$ cat config.mk
export PLATFORM = sky130hd
export DESIGN_NAME = sc_up_transition_counter1
export DESIGN_NICKNAME = d
export VERILOG_FILES = /design/src/rtl/sc_up_transition_counter1.sv
export SDC_FILE = /design/constraint.sdc
export NUM_CORES = 1
export LEC_CHECK = 0
export CAP_MARGIN = 25
export CORE_MARGIN = 5
export CORE_UTILIZATION = 46
export DETAILED_ROUTE_END_ITERATION = 16
export GPL_TIMING_DRIVEN = 0
export PLACE_DENSITY = 0.76
export SLEW_MARGIN = 10
export SYNTH_ARGS = -nofsm -noshare
export SYNTH_HDL_FRONTEND = slang
export SYNTH_SLANG_ARGS = --single-unit
$ cat constraint.sdc
create_clock -name SC_upTRANSITIONCOUNTER1_CLOCK_50 -period 2.8 [get_ports SC_upTRANSITIONCOUNTER1_CLOCK_50]
set_input_delay 0.7 -clock SC_upTRANSITIONCOUNTER1_CLOCK_50 [delete_from_list [all_inputs] [get_ports SC_upTRANSITIONCOUNTER1_CLOCK_50]]
set_output_delay 0.7 -clock SC_upTRANSITIONCOUNTER1_CLOCK_50 [all_outputs]
set_load 0.05 [all_outputs]
$ cat src/rtl/sc_up_transition_counter1.sv
// Bounded up/down event counter with optional falling-edge detection on the event inputs.
// It offers modulo or saturating bounds, synchronous clear, parallel load, and registered overflow/underflow pulses.
module sc_up_transition_counter1 #(
  parameter int DATAWIDTH = 8,
  parameter int MAXVALUE  = 255,
  parameter bit SATURATE  = 1'b0,
  parameter bit EDGE_MODE = 1'b1
) (
  input  logic                 SC_upTRANSITIONCOUNTER1_CLOCK_50,
  input  logic                 SC_upTRANSITIONCOUNTER1_RESET_InHigh,
  input  logic                 SC_upTRANSITIONCOUNTER1_clear_InLow,
  input  logic                 SC_upTRANSITIONCOUNTER1_load_InLow,
  input  logic [DATAWIDTH-1:0] SC_upTRANSITIONCOUNTER1_data_InBUS,
  input  logic                 SC_upTRANSITIONCOUNTER1_upcount_InLow,
  input  logic                 SC_upTRANSITIONCOUNTER1_downcount_InLow,
  output logic [DATAWIDTH-1:0] SC_upTRANSITIONCOUNTER1_data_OutBUS,
  output logic                 SC_upTRANSITIONCOUNTER1_overflow_Out,
  output logic                 SC_upTRANSITIONCOUNTER1_underflow_Out,
  output logic                 SC_upTRANSITIONCOUNTER1_zero_Out
);

  localparam logic [DATAWIDTH-1:0] MAX_C = DATAWIDTH'(MAXVALUE);
  localparam logic [DATAWIDTH-1:0] ONE_C = DATAWIDTH'(1);

  logic                 clk;
  logic                 srst;
  logic [DATAWIDTH-1:0] count_q, count_d;
  logic                 overflow_q, overflow_d;
  logic                 underflow_q, underflow_d;
  logic                 up_event, down_event;
  logic [DATAWIDTH-1:0] load_value;

  assign clk  = SC_upTRANSITIONCOUNTER1_CLOCK_50;
  assign srst = SC_upTRANSITIONCOUNTER1_RESET_InHigh;

  generate
    if (EDGE_MODE) begin : g_edge
      logic prev_up_q, prev_down_q, hist_valid_q;

      // hist_valid_q blocks the first cycle after reset.
      // A level that is already low at release is therefore not counted as an edge.
      always_ff @(posedge clk) begin
        if (srst) begin
          prev_up_q    <= 1'b1;
          prev_down_q  <= 1'b1;
          hist_valid_q <= 1'b0;
        end else begin
          prev_up_q    <= SC_upTRANSITIONCOUNTER1_upcount_InLow;
          prev_down_q  <= SC_upTRANSITIONCOUNTER1_downcount_InLow;
          hist_valid_q <= 1'b1;
        end
      end

      assign up_event   = hist_valid_q & prev_up_q & ~SC_upTRANSITIONCOUNTER1_upcount_InLow;
      assign down_event = hist_valid_q & prev_down_q & ~SC_upTRANSITIONCOUNTER1_downcount_InLow;
    end else begin : g_level
      assign up_event   = ~SC_upTRANSITIONCOUNTER1_upcount_InLow;
      assign down_event = ~SC_upTRANSITIONCOUNTER1_downcount_InLow;
    end
  endgenerate

  assign load_value = (SC_upTRANSITIONCOUNTER1_data_InBUS > MAX_C) ? MAX_C
                                                                   : SC_upTRANSITIONCOUNTER1_data_InBUS;

  always_comb begin
    count_d     = count_q;
    overflow_d  = 1'b0;
    underflow_d = 1'b0;
    if (!SC_upTRANSITIONCOUNTER1_clear_InLow) begin
      count_d = '0;
    end else if (!SC_upTRANSITIONCOUNTER1_load_InLow) begin
      count_d = load_value;
    end else if (up_event && !down_event) begin
      if (count_q == MAX_C) begin
        overflow_d = 1'b1;
        count_d    = SATURATE ? MAX_C : '0;
      end else begin
        count_d = count_q + ONE_C;
      end
    end else if (down_event && !up_event) begin
      if (count_q == '0) begin
        underflow_d = 1'b1;
        count_d     = SATURATE ? '0 : MAX_C;
      end else begin
        count_d = count_q - ONE_C;
      end
    end
  end

  always_ff @(posedge clk) begin
    if (srst) begin
      count_q     <= '0;
      overflow_q  <= 1'b0;
      underflow_q <= 1'b0;
    end else begin
      count_q     <= count_d;
      overflow_q  <= overflow_d;
      underflow_q <= underflow_d;
    end
  end

  assign SC_upTRANSITIONCOUNTER1_data_OutBUS   = count_q;
  assign SC_upTRANSITIONCOUNTER1_overflow_Out  = overflow_q;
  assign SC_upTRANSITIONCOUNTER1_underflow_Out = underflow_q;
  assign SC_upTRANSITIONCOUNTER1_zero_Out      = (count_q == '0);

endmodule
==> metrics, run 1 <==
status finished, final reports clean; Max-cap violations 0; setup violators final 0; top fanout value on the critical path 10; Hold Vio Cnt, Final 0; initial antenna violation count 0; R2R Path End SC_upTRANSITIONCOUNTER1_data_OutBUS[3]; CORE AREA ~0.0020 mm²; maximum VDD drop 0.000312 V; Hold Path Origin SC_upTRANSITIONCOUNTER1_data_OutBUS[1]; gr ovfl total 0; Total GRT Usage 0.171; largest net degree at the start of global routing 11; Row Count 16; CTS buffer count 3; EDFF count, synth 0; commonest non-fill, non-tap cell in the layout clkdlybuf4s50_1; die width 55.3 µm; Hold Slack between 0.5 and 0.6 ns; post-DP HPWL about 2000 µm; top post-synthesis cells by area dfxtp_1 (28%), o21ai_0 (4.8%), nand2_1 (4.4%); Seq pwr share 0.380; largest area contributor in the netlist dfxtp_1; routed vias/inst 5.82; Mapped Nets 136; clock sinks 13; r2r worst-path depth 8; Psw 0.000197 W; die height ~55 µm; clock power share 0.224; Initial Util 0.480; Clock Tree Root clkbuf_4; RR Startpoint SC_upTRANSITIONCOUNTER1_data_OutBUS[0]; Hold Path Class reg2reg; post-route cell area 0.00126 mm²; worst stage delay on the critical path 0.50 ns; Ys Warns 0; post-synthesis cell type count 45; gpl congestion around 0.92; ant diodes 0; Post-Syn Instances 119; CTS Hold Buffers Added 0; first-pass GRT wire length 4310 µm; drt pass-1 iters 4; Syn-to-layout area delta 34.1%; Critical Path RT between 2 and 2.5 ns; WP data arrival 2.04 ns; Combinational Power Share 0.396; Hold EP SC_upTRANSITIONCOUNTER1_data_OutBUS[1]; internal power approximately 0.00034 W; Buf/Inv on CP 2; CTS tree built; insertion delay to the later sink of the worst-skew pair 0.28 ns; CP top delay family simple AND/OR/NAND/NOR gates; most frequent cells in the layout clkdlybuf4s50_1 (23), dfxtp_1 (11), nand2_1 (11); Initial DRC Count 21; IO Port Bufs 24; ys flop type dfxtp_1; Yosys reg bits 13; Max Fclk between 0.3 and 0.4 GHz; flop-to-flop setup slack about 0.55 ns; placed inst area about 0.0012 mm²; sequential area share after synthesis 0.276; post-synth top area share 0.276; Nets between 150 and 200; vias in the first global route about 960; IO Count 25; startpoint type of the worst setup path flop; share of cells above drive strength 1 0.134; Residual DRC 0; Avg Inst Size Synth approximately 7.9 µm²; Slowest-stage cell, CP or4b_4; CP Capture Type primary output; Post-DRT Antenna Nets 0; WL/cell 14.9 µm; CP Cell Sequence inv_1 -> ha_1 -> or4b_4 -> nor4_4 -> buf_6; Worst Hold Depth 2; Worst Max-Slew Pin Slew 0.594 ns; max-slew violations 0; Fin Setup TNS 0 ns; clock skew 0.00340 ns; Async S/R FF share, synth 0; Pleak 0.477 nW; die area around 0.003 mm²; Final Cycle Share 0.978; CTS H-tree depth 1; register clock-pin slew on the reported worst setup and hold paths around 0.08 ns; Tmin final approximately 2.7 ns; PD cells between 400 and 500 mW/mm²; wirelength, routed 2620 µm; Post-Syn Area approximately 940 µm²; slew margin rel. 0.603; storage element area 265 µm²; Cells after DPL 170; sw frac 0.365; footprint of the multi-input gates 622 µm²; Clock Path Buffers 2; Vias 1025; Fillers 183; Non-Filler Instances 176; Crit Path Class reg2out
-- per-layer routing --
| layer | global-route usage | part of all wire | vias up |
|---|---|---|---|
| li1 | - | - | 507 |
| met1 | 0.217 | 0.44 | 476 |
| met2 | 0.287 | 0.48 | 35 |
| met3 | 0.0326 | 0.057 | 7 |
| met4 | 0.0590 | 0.019 | 0 |
| met5 | 0 | 0 | - |
-- sequential cells by signal, indices dropped and copies added (netlist names) --
register                               cells
SC_upTRANSITIONCOUNTER1_overflow_Out       1
g_edge.prev_up_q                           1
SC_upTRANSITIONCOUNTER1_data_OutBUS        8
g_edge.prev_down_q                         1
SC_upTRANSITIONCOUNTER1_underflow_Out      1
g_edge.hist_valid_q                        1
-- Yosys cell counts (2+ instances only) --
cell type,count
inv_1,8
o21ai_0,9
xor2_1,3
nor4_1,2
buf_2,3
nand3_1,5
nand2_1,11
o22ai_1,3
o21a_1,2
nand2b_1,3
clkbuf_1,2
o221a_2,3
a211oi_1,2
nand4_1,2
or2_2,2
nor2b_1,2
dfxtp_1,13
nor2_1,5
ha_1,3
a31oi_1,4
xnor2_1,3
a21oi_1,6
-- cells by family after synthesis --
group | Yosys count | share of synthesized area
mux | 1 | 0.0106
flops | 13 | 0.276
buf+inv | 14 | 0.0637
compound gates | 41 | 0.299
fa+ha+maj | 3 | 0.0398
xor+xnor | 6 | 0.0558
simple gates | 41 | 0.255
-- worst reg2reg max path: cells and delay by family, from the launching register on --
family / cells / cell delay [ns]
adder cells (fa/ha/maj): 1 / 0.16
AND/OR/NAND/NOR: 2 / 0.91
AO/OA/AOI/OAI: 3 / 0.47
flip-flops: 1 / 0.39
buffers and inverters: 2 / 0.28
-- per-stage QoR --
step           power, W   util  setup WS, ns
6_report       0.000539  0.644        0.0603
5_1_grt        0.000566  0.644      -0.00355
4_1_cts        0.000528  0.632        0.0108
3_5_place_dp   0.000408  0.620        -0.275
3_3_place_gp   0.000407  0.620        -0.290
2_1_floorplan  0.000345      -         0.157
-- power by group through the flow --
stage	sequential, W	combinational [W]	clock, W
final	0.000205	0.000214	0.000121
after global routing	0.000207	0.000231	0.000128
after CTS	0.000205	0.000200	0.000124
after detailed placement	0.000209	0.000199	0
after global placement	0.000209	0.000199	0
after floorplan	0.000232	0.000113	0
-- worst max-delay path by stage --
stage	startpoint	to	cells after the start
5_1_grt	SC_upTRANSITIONCOUNTER1_data_OutBUS[0]	SC_upTRANSITIONCOUNTER1_zero_Out	5
4_1_cts	SC_upTRANSITIONCOUNTER1_data_OutBUS[0]	SC_upTRANSITIONCOUNTER1_zero_Out	5
3_3_place_gp	SC_upTRANSITIONCOUNTER1_data_OutBUS[0]	SC_upTRANSITIONCOUNTER1_zero_Out	5
6_report	SC_upTRANSITIONCOUNTER1_data_OutBUS[0]	SC_upTRANSITIONCOUNTER1_zero_Out	5
2_1_floorplan	SC_upTRANSITIONCOUNTER1_data_OutBUS[0]	SC_upTRANSITIONCOUNTER1_zero_Out	4
3_5_place_dp	SC_upTRANSITIONCOUNTER1_data_OutBUS[0]	SC_upTRANSITIONCOUNTER1_zero_Out	5
-- timing repair --
action,in CTS,in global routing
endpoints found under the setup margin,1,1
pin swaps,0,1
gates resized for setup,6,4
cloned,0,0
setup buffers,0,2
-- layout make-up --
type	instances	share of cell area
repair buffers	26	0.203
well taps	27	0.0267
flip-flops and latches	13	0.210
inverters	8	0.0238
multi-input cells	92	0.492
plain buffers	6	0.0238
clock buffers	4	0.0208
No activity file was read; power rests on OpenSTA's default activity.
==> run 2, diff against run 1 <==
- CORE_MARGIN: 5 -> 2
==> run 2 against run 1 <==
Net effect: final area shrank 0.89%; register-to-register slack gained 0.09 ns; sequential power is essentially flat; first-iteration DRC count grew 110%; sequential share of layout area shrank 0.11 points; wire length shrank 0.50%; worst hold slack gained 0.051 ns; flip-flop and latch count is the same; clock power grew 4%; global-route usage grew 5.1 points; fmax grew 4.9%; count of clock-buffer cells in the layout is the same; critical path type unchanged; largest cell class unchanged; largest power group unchanged; highest routed layer unchanged.
==> metrics, run 2 (synthesis results as in run 1) <==
Initial Util 0.485; Buf/Inv on CP 2; Psw a little over 0.0002 W; total chip power 0.000541 W; die width 49.3 µm; CORE AREA roughly 0.002 mm²; clock power share 0.232; insertion delay to the later sink of the worst-skew pair 0.29 ns; post-DP HPWL 1920 µm; clock skew 0.00919 ns; vias in the first global route 958; Non-Filler Instances roughly 180; wirelength, routed 2610 µm; gpl congestion 0.867; share of cells above drive strength 1 0.122; internal power 0.000338 W; Initial DRC Count 45; Final Cycle Share 0.933; highest metal used met4; Routed met3 length 153 µm; Routed met2 length 1280 µm; post-route cell area 0.00125 mm²; Slowest-stage cell, CP or4b_4; Hold Path Class reg2reg; CP top delay family simple AND/OR/NAND/NOR gates; Largest register FFs 8; Worst Max-Slew Pin Slew 0.542 ns; met1 wire length 1140 µm; max-slew violations 0; clock sinks 13; IO Port Bufs 24; storage element area 262 µm²; largest net degree at the start of global routing 11; register clock-pin slew on the reported worst setup and hold paths 0.08 ns; Cells after DPL 170; top fanout value on the critical path 9; IO Count 25; most frequent cells in the layout clkdlybuf4s50_1 (23), dfxtp_1 (12), nand2_1 (11); startpoint type of the worst setup path flop; PD cells 432 mW/mm²; CP Cell Sequence inv_1 -> ha_1 -> or4b_4 -> nor4_4 -> buf_6; Fillers 185; slew margin rel. 0.635; placed inst area 0.00122 mm²; Syn-to-layout area delta 32.9%; maximum VDD drop 0.000344 V; Hold Vio Cnt, Final 0; die height 49.3 µm; Row Count 16; flop-to-flop setup slack 0.64 ns; Crit Path Class reg2out; CP Capture Type primary output; first-pass GRT wire length roughly 4200 µm; Tmin final around 2.6 ns; Critical Path RT 2.10 ns; CTS Hold Buffers Added 0; setup violators final 0; Post-DRT Antenna Nets 0; unrepaired setup endpoints after global routing false; WP data arrival 1.91 ns; CTS H-tree depth 1; Total GRT Usage 0.222; Residual DRC 0; die area 0.00243 mm²; Max Fclk 0.383 GHz; CTS buffer count 3; sw frac 0.375; Fin Setup TNS 0 ns; Combinational Power Share 0.388; gr ovfl total 0; drt pass-1 iters 4; worst stage delay on the critical path 0.50 ns; Clock Tree Root clkbuf_4; initial antenna violation count 0; WL/cell around 15 µm; Pleak 0.472 nW; commonest non-fill, non-tap cell in the layout clkdlybuf4s50_1; CTS tree built; Seq pwr share 0.379; ant diodes 0; routed vias/inst 5.87; Nets 166; Max-cap violations 0; Vias 1027; status finished, final reports clean; footprint of the multi-input gates 622 µm²; Clock Path Buffers 2
[run 2: metrics by stage]
stage,setup WS (ns),hold WS [ns],util
after floorplan,0.157,0.577,-
after global placement,-0.257,0.617,0.626
after detailed placement,-0.288,0.620,0.626
after CTS,0.0264,0.632,0.644
after global routing,0.108,0.679,0.645
final,0.187,0.638,0.645
[run 2: worst paths after layout]
path | end | from | cells past startpoint
max | SC_upTRANSITIONCOUNTER1_zero_Out | SC_upTRANSITIONCOUNTER1_data_OutBUS[1] | 5
min | SC_upTRANSITIONCOUNTER1_data_OutBUS[1] | SC_upTRANSITIONCOUNTER1_data_OutBUS[1] | 2
min reg2reg | SC_upTRANSITIONCOUNTER1_data_OutBUS[1] | SC_upTRANSITIONCOUNTER1_data_OutBUS[1] | 2
max reg2reg | SC_upTRANSITIONCOUNTER1_data_OutBUS[3] | SC_upTRANSITIONCOUNTER1_data_OutBUS[1] | 8
[run 2: area by class of cell]
class | count | area share
Buffer | 6 | 0.0240
Clock buffer | 4 | 0.0210
Inverter | 8 | 0.0240
Multi-Input combinational cell | 92 | 0.497
Sequential cell | 13 | 0.209
Tap cell | 27 | 0.0270
Timing Repair Buffer | 25 | 0.199
[run 2: power by group through the flow]
| stage | Combinational, W | Sequential, W | Clock, W |
|---|---|---|---|
| finish | 0.000210 | 0.000205 | 0.000126 |
| global route | 0.000224 | 0.000206 | 0.000133 |
| CTS | 0.000210 | 0.000205 | 0.000123 |
| detailed placement | 0.000200 | 0.000209 | 0 |
| global placement | 0.000197 | 0.000208 | 0 |
| floorplan | 0.000113 | 0.000232 | 0 |
[run 2: per-layer routing]
layer	global-route usage	vias to the layer above
met4	0.0667	0
li1	-	508
met5	0	-
met3	0.0368	4
met2	0.396	39
met1	0.270	476
[run 2: worst min-delay path, cell delays in order (launching register included)]
cell and delay [ns]:
dfxtp_1 0.40, nor2_1 0.14, a211oi_1 0.05
[run 2: repair_timing]
item,4_1_cts,5_1_grt
hold endpoints to repair,0,0
buffers inserted,1,0
gates resized for setup,7,1
setup endpoints to repair,1,1
pin swaps,1,1
